<file path="config.mk">
export PLATFORM = sky130hd
export DESIGN_NAME = axis_video_tx_flat
export DESIGN_NICKNAME = d
export VERILOG_FILES = /design/src/rtl/axis_video_tx_if.sv /design/src/rtl/axis_video_tx.sv /design/src/flat_wrapper.sv
export SDC_FILE = /design/constraint.sdc
export NUM_CORES = 1
export LEC_CHECK = 0
export ABC_AREA = 0
export ABC_CLOCK_PERIOD_IN_PS = 4900
export CAP_MARGIN = 40
export CORE_ASPECT_RATIO = 1.1
export CORE_UTILIZATION = 46
export DETAILED_ROUTE_END_ITERATION = 10
export PLACE_DENSITY = 0.67
export SYNTH_ARGS = -nofsm -noshare
export SYNTH_HDL_FRONTEND = slang
export SYNTH_SLANG_ARGS = --single-unit
</file>
<file path="constraint.sdc">
create_clock -name clk -period 4.9 [get_ports clk]
set_clock_uncertainty 0.1 [all_clocks]
set_input_delay 0.98 -clock clk [delete_from_list [all_inputs] [get_ports clk]]
set_output_delay 0.98 -clock clk [all_outputs]
set_load 0.005 [all_outputs]
</file>
<file path="src/rtl/axis_video_tx_if.sv">
// AXI4-Stream style handshake bundle shared by the pixel input and video output ports.
interface axis_video_tx_if #(
    parameter int DATA_W = 8
) ();
    logic [DATA_W-1:0] tdata;
    logic              tvalid;
    logic              tuser;
    logic              tlast;
    logic              tready;

    modport master (output tdata, output tvalid, output tuser, output tlast, input tready);
    modport slave  (input tdata, input tvalid, input tuser, input tlast, output tready);
endinterface

</file>
<file path="src/rtl/axis_video_tx.sv">
// Video transmit stage: 2-entry skid FIFO feeding an AXI4-Stream video master.
// SOF/EOL on the output are regenerated from the local raster counters; the
// upstream markers are only checked against them (with SOF resync).
module axis_video_tx #(
    parameter int PXL_D_WIDTH  = 8,
    parameter int IN_HORZ_SIZE = 1280,
    parameter int IN_VERT_SIZE = 720
) (
    input  logic            clk,
    input  logic            rst_n,
    axis_video_tx_if.slave  s_pix,
    axis_video_tx_if.master m_axis,
    output logic            frame_done,
    output logic            err_sof,
    output logic            err_eol,
    input  logic            err_clr
);
    localparam int XW = (IN_HORZ_SIZE > 1) ? $clog2(IN_HORZ_SIZE) : 1;
    localparam int YW = (IN_VERT_SIZE > 1) ? $clog2(IN_VERT_SIZE) : 1;
    localparam logic [XW-1:0] X_LAST = XW'(IN_HORZ_SIZE - 1);
    localparam logic [YW-1:0] Y_LAST = YW'(IN_VERT_SIZE - 1);
    localparam int EW = PXL_D_WIDTH + 2;

    // Entry layout: {tuser, tlast, tdata}
    logic [EW-1:0]          mem_q [2];
    logic                   wr_ptr_q, rd_ptr_q;
    logic [1:0]             count_q, count_d;
    logic                   rdy_q;
    logic [XW-1:0]          x_cnt_q, x_cnt_d, base_x;
    logic [YW-1:0]          y_cnt_q, y_cnt_d, base_y;
    logic                   frame_done_q;
    logic                   err_sof_q, err_sof_d;
    logic                   err_eol_q, err_eol_d;

    logic [EW-1:0]          head;
    logic [PXL_D_WIDTH-1:0] head_data;
    logic                   head_user, head_last;
    logic                   s_ready, m_valid, push, pop;
    logic                   at_origin, at_eol, at_end, resync;
    logic                   sof_err_set, eol_err_set;

    assign head      = mem_q[rd_ptr_q];
    assign head_data = head[PXL_D_WIDTH-1:0];
    assign head_last = head[PXL_D_WIDTH];
    assign head_user = head[PXL_D_WIDTH+1];

    // Ready depends only on local state, never on the downstream tready.
    assign s_ready = rdy_q & (count_q != 2'd2);
    assign m_valid = (count_q != 2'd0);
    assign push    = s_pix.tvalid & s_ready;
    assign pop     = m_valid & m_axis.tready;

    assign at_origin = (x_cnt_q == '0) && (y_cnt_q == '0);
    assign at_eol    = (x_cnt_q == X_LAST);
    assign at_end    = at_eol && (y_cnt_q == Y_LAST);
    // An upstream SOF away from (0,0) restarts the raster on this beat.
    assign resync    = head_user & ~at_origin;

    assign sof_err_set = pop & (resync | (at_origin & ~head_user));
    assign eol_err_set = pop & (head_last != at_eol);

    assign s_pix.tready  = s_ready;
    assign m_axis.tvalid = m_valid;
    assign m_axis.tdata  = head_data;
    // Markers are gated by valid so an empty FIFO presents clean zeros.
    assign m_axis.tuser  = m_valid & (head_user | at_origin);
    assign m_axis.tlast  = m_valid & at_eol;

    assign frame_done = frame_done_q;
    assign err_sof    = err_sof_q;
    assign err_eol    = err_eol_q;

    // Occupancy follows push/pop; simultaneous push and pop leaves it unchanged.
    always_comb begin
        count_d = count_q;
        case ({push, pop})
            2'b10:   count_d = count_q + 2'd1;
            2'b01:   count_d = count_q - 2'd1;
            default: count_d = count_q;
        endcase
    end

    // Raster advance on pop; a resync beat counts as pixel 0 of a new frame.
    always_comb begin
        base_x  = resync ? '0 : x_cnt_q;
        base_y  = resync ? '0 : y_cnt_q;
        x_cnt_d = x_cnt_q;
        y_cnt_d = y_cnt_q;
        if (pop) begin
            if (base_x == X_LAST) begin
                x_cnt_d = '0;
                y_cnt_d = (base_y == Y_LAST) ? '0 : base_y + YW'(1);
            end else begin
                x_cnt_d = base_x + XW'(1);
                y_cnt_d = base_y;
            end
        end
    end

    // Sticky error flags; a new error in the same cycle beats the clear.
    always_comb begin
        err_sof_d = sof_err_set | (err_sof_q & ~err_clr);
        err_eol_d = eol_err_set | (err_eol_q & ~err_clr);
    end

    // FIFO storage needs no reset: nothing is read while count is zero.
    always_ff @(posedge clk) begin
        if (push) begin
            mem_q[wr_ptr_q] <= {s_pix.tuser, s_pix.tlast, s_pix.tdata};
        end
    end

    // Control state, raster counters and status flags.
    always_ff @(posedge clk) begin
        if (!rst_n) begin
            wr_ptr_q     <= 1'b0;
            rd_ptr_q     <= 1'b0;
            count_q      <= 2'd0;
            rdy_q        <= 1'b0;
            x_cnt_q      <= '0;
            y_cnt_q      <= '0;
            frame_done_q <= 1'b0;
            err_sof_q    <= 1'b0;
            err_eol_q    <= 1'b0;
        end else begin
            if (push) wr_ptr_q <= ~wr_ptr_q;
            if (pop)  rd_ptr_q <= ~rd_ptr_q;
            count_q      <= count_d;
            rdy_q        <= 1'b1;
            x_cnt_q      <= x_cnt_d;
            y_cnt_q      <= y_cnt_d;
            frame_done_q <= pop & at_end;
            err_sof_q    <= err_sof_d;
            err_eol_q    <= err_eol_d;
        end
    end
endmodule

</file>
<file path="src/flat_wrapper.sv">
// flat-port wrapper written by rule: the top's interface ports become plain ports
module axis_video_tx_flat 
#(
    parameter int PXL_D_WIDTH  = 8,
    parameter int IN_HORZ_SIZE = 1280,
    parameter int IN_VERT_SIZE = 720
)
  (clk, rst_n, frame_done, err_sof, err_eol, err_clr, s_pix_tdata, s_pix_tvalid, s_pix_tuser, s_pix_tlast, s_pix_tready, m_axis_tdata, m_axis_tvalid, m_axis_tuser, m_axis_tlast, m_axis_tready);
  axis_video_tx_if #(.DATA_W((8))) s_pix_i ();
  axis_video_tx_if #(.DATA_W((8))) m_axis_i ();
  input  logic clk;
  input  logic rst_n;
  output logic frame_done;
  output logic err_sof;
  output logic err_eol;
  input  logic err_clr;
  input wire logic [$bits(s_pix_i.tdata)-1:0] s_pix_tdata;
  input wire logic [$bits(s_pix_i.tvalid)-1:0] s_pix_tvalid;
  input wire logic [$bits(s_pix_i.tuser)-1:0] s_pix_tuser;
  input wire logic [$bits(s_pix_i.tlast)-1:0] s_pix_tlast;
  output wire logic [$bits(s_pix_i.tready)-1:0] s_pix_tready;
  output wire logic [$bits(m_axis_i.tdata)-1:0] m_axis_tdata;
  output wire logic [$bits(m_axis_i.tvalid)-1:0] m_axis_tvalid;
  output wire logic [$bits(m_axis_i.tuser)-1:0] m_axis_tuser;
  output wire logic [$bits(m_axis_i.tlast)-1:0] m_axis_tlast;
  input wire logic [$bits(m_axis_i.tready)-1:0] m_axis_tready;
  assign s_pix_i.tdata = s_pix_tdata;
  assign s_pix_i.tvalid = s_pix_tvalid;
  assign s_pix_i.tuser = s_pix_tuser;
  assign s_pix_i.tlast = s_pix_tlast;
  assign s_pix_tready = s_pix_i.tready;
  assign m_axis_tdata = m_axis_i.tdata;
  assign m_axis_tvalid = m_axis_i.tvalid;
  assign m_axis_tuser = m_axis_i.tuser;
  assign m_axis_tlast = m_axis_i.tlast;
  assign m_axis_i.tready = m_axis_tready;
  axis_video_tx #(.PXL_D_WIDTH(PXL_D_WIDTH), .IN_HORZ_SIZE(IN_HORZ_SIZE), .IN_VERT_SIZE(IN_VERT_SIZE)) u_core (.clk(clk), .rst_n(rst_n), .s_pix(s_pix_i), .m_axis(m_axis_i), .frame_done(frame_done), .err_sof(err_sof), .err_eol(err_eol), .err_clr(err_clr));
endmodule
</file>
; ---- Word level (Yosys, flattened, before mapping)
; Memories as Yosys holds them, arrays and structs flattened. A register that Yosys moved wholly into a read port is not among the register bits.
; Cells that the tools add are included.
[word_totals]
ff_bits = 29
latch_bits = 0
ramBits = 20
mem_bits_ro = 0
inputBits = 15
output_inout_bits = 15
elab_cells = 60
memories = 1
[mem_list]
columns = name, depth, word_bits, read_ports, rd_clocked_by_memory_dff, write_ports, line
row1 = u_core.mem_q, 2, 10, 1, 1, 1, axis_video_tx.sv:25  ; logic [EW-1:0] mem_q [2];
[classes]
n_addsub = 4
n_mul = 0
div = 0
order_cmp = 0
eq_ne = 8
shifts = 0
muxes = 11
bitwise = 21
n_reduce_logical = 6
[op_table]
columns = op, count
row1 = 2-to-1 mux 10 bit, 3
row2 = equality test 11 bit (second input constant), 2
row3 = 2-to-1 mux 11 bit, 2
row4 = equality test 10 bit (second input constant), 2
row5 = AND 1 bit, 12
row6 = adder 11 x 1 -> 11 bit (second input constant), 1
row7 = logical NOT 11 bit, 1
row8 = adder 10 x 1 -> 10 bit (second input constant), 1
row9 = logical NOT 10 bit, 1
row10 = 2-to-1 mux 1 bit, 5
row11 = NOT 1 bit, 5
row12 = OR 1 bit, 4
row13 = one-hot mux 2 bit (2 select lines), 1
row14 = nonzero test 2 bit, 2
row15 = adder 2 x 1 -> 2 bit (second input constant), 1
row16 = equality test 2 x 1 -> 1 bit (second input constant), 1
row17 = equality test 2 bit (second input constant), 1
row18 = logical AND 1 bit, 2
row19 = inequality test 2 bit (second input constant), 1
row20 = subtractor 2 x 1 -> 2 bit (second input constant), 1
row21 = inequality test 1 bit, 1

; ---- Depth between registers and ports, before layout
[logic_depth]
ltp_word = 8
mapped_depth = 15
depth_no_buf = 11

; ---- Worst setup path after synthesis
; No wires, ideal clock.
[synth_timing]
path_kind = reg2reg
startpoint = register u_core.x_cnt_q[6]
endpoint = register u_core.x_cnt_q[8]
setup_time_ns = 0.070
t_arrival_ns = 3.345
required_ns = 4.730
setup_slack_ns = 1.385
path_stages_with_launch = 14
n_path_buf = 3
synth_period_minus_slack_ns = 3.515
cell_sequence = dfxtp_1 > clkbuf_1 > or4_1 > or4_1 > ha_1 > clkbuf_1 > clkbuf_1 > nor2b_1 > ha_1 > nand3_1 > nor3_1 > nand4_1 > or3_1 > a21boi_1
[synth_via]
elab_chain_cells = 7
word_cells_on_any_way = 8
cone_classes = 1 x add/sub / 1 x eq/ne / 2 x mux / 2 x bitwise / 2 x reduce/logical
[synth_lines]
columns = element, line
row1 = from (decl), axis_video_tx.sv:29  ; logic [XW-1:0] x_cnt_q, x_cnt_d, base_x;
row2 = from (signal assigned), axis_video_tx.sv:130  ; x_cnt_q <= x_cnt_d;
row3 = logical NOT 11 bit, axis_video_tx.sv:53  ; assign at_origin = (x_cnt_q == '0) && (y_cnt_q == '0);
row4 = logical AND 1 bit, axis_video_tx.sv:53
row5 = NOT 1 bit, axis_video_tx.sv:57  ; assign resync = head_user & ~at_origin;
row6 = AND 1 bit, axis_video_tx.sv:57
row7 = 2-to-1 mux 11 bit *, axis_video_tx.sv:85  ; base_x = resync ? '0 : x_cnt_q;
row8 = adder 11 x 1 -> 11 bit or equality test 11 bit (tied branches), "axis_video_tx.sv:94, axis_video_tx.sv:90"
row9 = 2-to-1 mux 11 bit *, axis_video_tx.sv:90  ; if (base_x == X_LAST) begin
; Mark *: on every way between the ends. The rest lies on a longest branch, timed or not.
; A chain may end at the register's enable or synchronous reset.

; ---- Worst setup path in the final report
[layout_timing]
startpoint = register u_core.y_cnt_q[2]
endpoint = register u_core.y_cnt_q[8]
[layout_via]
elab_chain_cells = 8
word_cells_on_any_way = 11
cone_classes = 1 x add/sub / 2 x eq/ne / 4 x mux / 2 x bitwise / 2 x reduce/logical
[layout_lines]
columns = element, line
row1 = from (decl), axis_video_tx.sv:30  ; logic [YW-1:0] y_cnt_q, y_cnt_d, base_y;
row2 = from (signal assigned), axis_video_tx.sv:131  ; y_cnt_q <= y_cnt_d;
row3 = logical NOT 10 bit, axis_video_tx.sv:53
row4 = logical AND 1 bit, axis_video_tx.sv:53
row5 = NOT 1 bit, axis_video_tx.sv:57
row6 = AND 1 bit, axis_video_tx.sv:57
row7 = 2-to-1 mux 10 bit, axis_video_tx.sv:86  ; base_y = resync ? '0 : y_cnt_q;
row8 = adder 10 x 1 -> 10 bit or equality test 10 bit (tied branches), axis_video_tx.sv:92  ; y_cnt_d = (base_y == Y_LAST) ? '0 : base_y + YW'(1);
row9 = 2-to-1 mux 10 bit, axis_video_tx.sv:92
row10 = 2-to-1 mux 10 bit *, axis_video_tx.sv:90
; Marks and branches as above.

==> impl_metrics.csv <==
group,metric,value,unit
status,status,"finished, final reports clean",
worst_setup_path,cp-end-kind,"flop",
timing,finalMaxSlewViolations,0,
yosys,ys_ff_latch,50,
clocking,postCtsSetupRepairBufs,0,
grt,grt_start_max_net_pins,25,
yosys,synth_edf_count,20,
route,drc,0,
die,core_area,0.00507,mm²
power,p_leak,1.01,nW
route,avgViaCountPerCell,5.76,
yosys,synth_cell_types,51,
die,fp.dieH,78.5,µm
min_path,hp-class,"reg2reg",
worst_setup_path,path_max_fanout,19,
final_layout,final_layout_size_suffix_gt1_frac,0.0942,
clocking,clk_pin_slew,90,ps
timing,clock.fmax,0.256,GHz
route,routedWlPerCell,15.2,µm
place,place_congestion,0.817,
yosys,synthFlopType,"dfxtp_1",
worst_setup_path,startpoint_type,"flop",
clocking,clk_latency,310,ps
clocking,cts_tree,"done",
yosys,async_reset_ff_frac,0,
place,io_buffer_count,29,
timing,rsz0062_at_grt,"false",
yosys,yosysWarnings,0,
power,vdd_drop_max,0.295,mV
clocking,clock-sinks,50,
grt,grt_use_total,0.196,
clocking,ctsResizeCount,0,
final_layout,nets,295,
die,start_util,0.483,
die,dieArea,0.00561,mm²
clocking,htreeDepth,2,
timing,hold_ws,413,ps
yosys,syn_area_per_cell,9.94,µm²
yosys,netlist_area,0.00245,mm²
timing,timing_hold_violations_final,0,
place,hpwl,3.57,mm
power,power_density,381,mW/mm²
yosys,synthTopCellsByArea,"dfxtp_1 25%, edfxtp_1 25%, mux2_2 3.7%, nor2b_1 3.3%, nand2_1 2.6%",
timing,max_slew_margin,0.510,
final_layout,syn2layout_area_growth,18.4,%
route,wirelength,5.09,mm
yosys,synth_area_leader_cell,"dfxtp_1",
grt,overflow,0,
timing,period_needed,3900,ps
clocking,cts_buffer_depth,2,
yosys,ys_top_cells_by_count,"30 x dfxtp_1, 20 x edfxtp_1, 17 x nand2_1",
yosys,netlist_instances,246,
timing,finalSetupViolCount,0,
worst_setup_path,critical_path_required,5000,ps
grt,grt_pass1_wl,8.51,mm
final_layout,n_fill_cell,473,
grt,antenna_found_initial,0,
route,drt_iter0_markers,142,
place,dpl_worst_slack,1030,ps
clocking,cts-root-buf,"clkbuf_8",
yosys,synth_nets,266,
timing,tightest_slew,735,ps
flow_run,cap_viol_max_count,0,
timing,worst_slack,1000,ps
final_layout,insertedDiodeCount,0,
worst_setup_path,crit_arrival,4000,ps
die,fp.dieW,71.5,µm
yosys,synth_top_area_share,0.246,
worst_setup_path,critPathKind,"reg2reg",
die,io_pins,30,
grt,grt_pass1_vias,1777,
yosys,synth.most_common_cell,"dfxtp_1",
route,detailroute.via_count,1925,
yosys,ys_seq_area_frac,0.491,
route,drtAntennaViolNets,0,
power,finalPower,1.10,mW
timing,period_share,0.796,
clocking,cts_buffers,5,
die,rows,27,
route,dr.pass1.iters,4,
clocking,holdBufCountCts,0,
timing,fin_tns_setup,0,ps
==> state kept, by name (all words and copies together) (netlist names), named ones only <==
register and count:
u_core.mem_q 20, u_core.x_cnt_q 11, u_core.y_cnt_q 10, u_core.count_q 2, u_core.err_eol 1, u_core.err_sof 1, u_core.frame_done 1, u_core.rd_ptr_q 1
u_core.rdy_q 1, u_core.wr_ptr_q 1
==> metal layers <==
metal,vias to the layer above,global-route usage,part of all wire
met5,-,0,0
met4,0,0.0843,0.014
met3,6,0.0424,0.030
met2,38,0.318,0.50
met1,908,0.250,0.45
li1,973,-,-
==> critical path, cell delays in order (launching register included) <==
cell and delay, ps:
dfxtp_1 370, nor4_1 360, nand4_1 120, or4_1 520
ha_1 360, nor2b_1 230, ha_1 230, and3_1 200
and4_1 690, nand3_1 240, o31ai_1 260, a31oi_1 110
==> power breakdown <==
| part | leakage (nW) | internal (mW) | switching (mW) | total (mW) |
|---|---|---|---|---|
| clock network | 0.0587 | 0.155 | 0.144 | 0.299 |
| logic | 0.524 | 0.160 | 0.147 | 0.307 |
| registers | 0.426 | 0.464 | 0.0328 | 0.497 |
==> worst paths after layout <==
check | startpoint | end | slack (ps) | cells past startpoint
hold reg to reg | u_core.y_cnt_q[8]$_SDFFE_PN0P_ | u_core.y_cnt_q[8]$_SDFFE_PN0P_ | 410 | 1
setup / recovery | u_core.y_cnt_q[2]$_SDFFE_PN0P_ | u_core.y_cnt_q[8]$_SDFFE_PN0P_ | 1000 | 11
setup reg to reg | u_core.y_cnt_q[2]$_SDFFE_PN0P_ | u_core.y_cnt_q[8]$_SDFFE_PN0P_ | 1000 | 11
hold / removal | u_core.y_cnt_q[8]$_SDFFE_PN0P_ | u_core.y_cnt_q[8]$_SDFFE_PN0P_ | 410 | 1
==> cell usage in the layout (no fill, tap or decap), drive strengths merged, types with 2 or more instances in the layout <==
master / instances
dfxtp: 30
clkdlybuf4s50: 29
edfxtp: 20
o21ai: 20
nand2: 17
nor2b: 13
nor2: 11
nand3: 10
inv: 10
and2: 9
a21oi: 9
mux2: 8
nand4: 7
and3: 7
a21boi: 6
nor3: 5
nor4: 5
a31oi: 5
ha: 5
clkbuf: 5
xnor2: 4
buf: 4
o31ai: 3
o22ai: 3
mux2i: 2
or4: 2
and3b: 2
and4: 2
a41oi: 2
o211ai: 2
a22oi: 2
a211oi: 2
or3: 2
==> through the flow <==
step	std cells	util	cell area [µm²]
floorplan	246	-	2450
global placement	325	0.547	2770
detailed placement	326	0.548	2780
CTS	334	0.571	2900
global route	334	0.571	2900
finish	334	0.571	2900
==> cell families (layout without fill, tap and decap cells) <==
logic type,Yosys count,after routing,synth area share
AO/OA/AOI/OAI,60,60,0.161
XOR/XNOR,5,5,0.0179
adder cells (fa/ha/maj),5,5,0.0256
buffers and inverters,20,50,0.0384
flip-flops,50,50,0.491
multiplexers,10,10,0.0450
AND/OR/NAND/NOR,96,96,0.221
==> cell type report <==
class | count | area [µm²] | area share
Clock inverter | 3 | 47.5 | 0.0164
Timing Repair Buffer | 33 | 320 | 0.111
Inverter | 9 | 33.8 | 0.0117
Clock buffer | 5 | 68.8 | 0.0238
Multi-Input combinational cell | 176 | 1150 | 0.398
Tap cell | 58 | 72.6 | 0.0251
Sequential cell | 50 | 1200 | 0.415
Note: power is estimated with default switching activity, not from simulation.
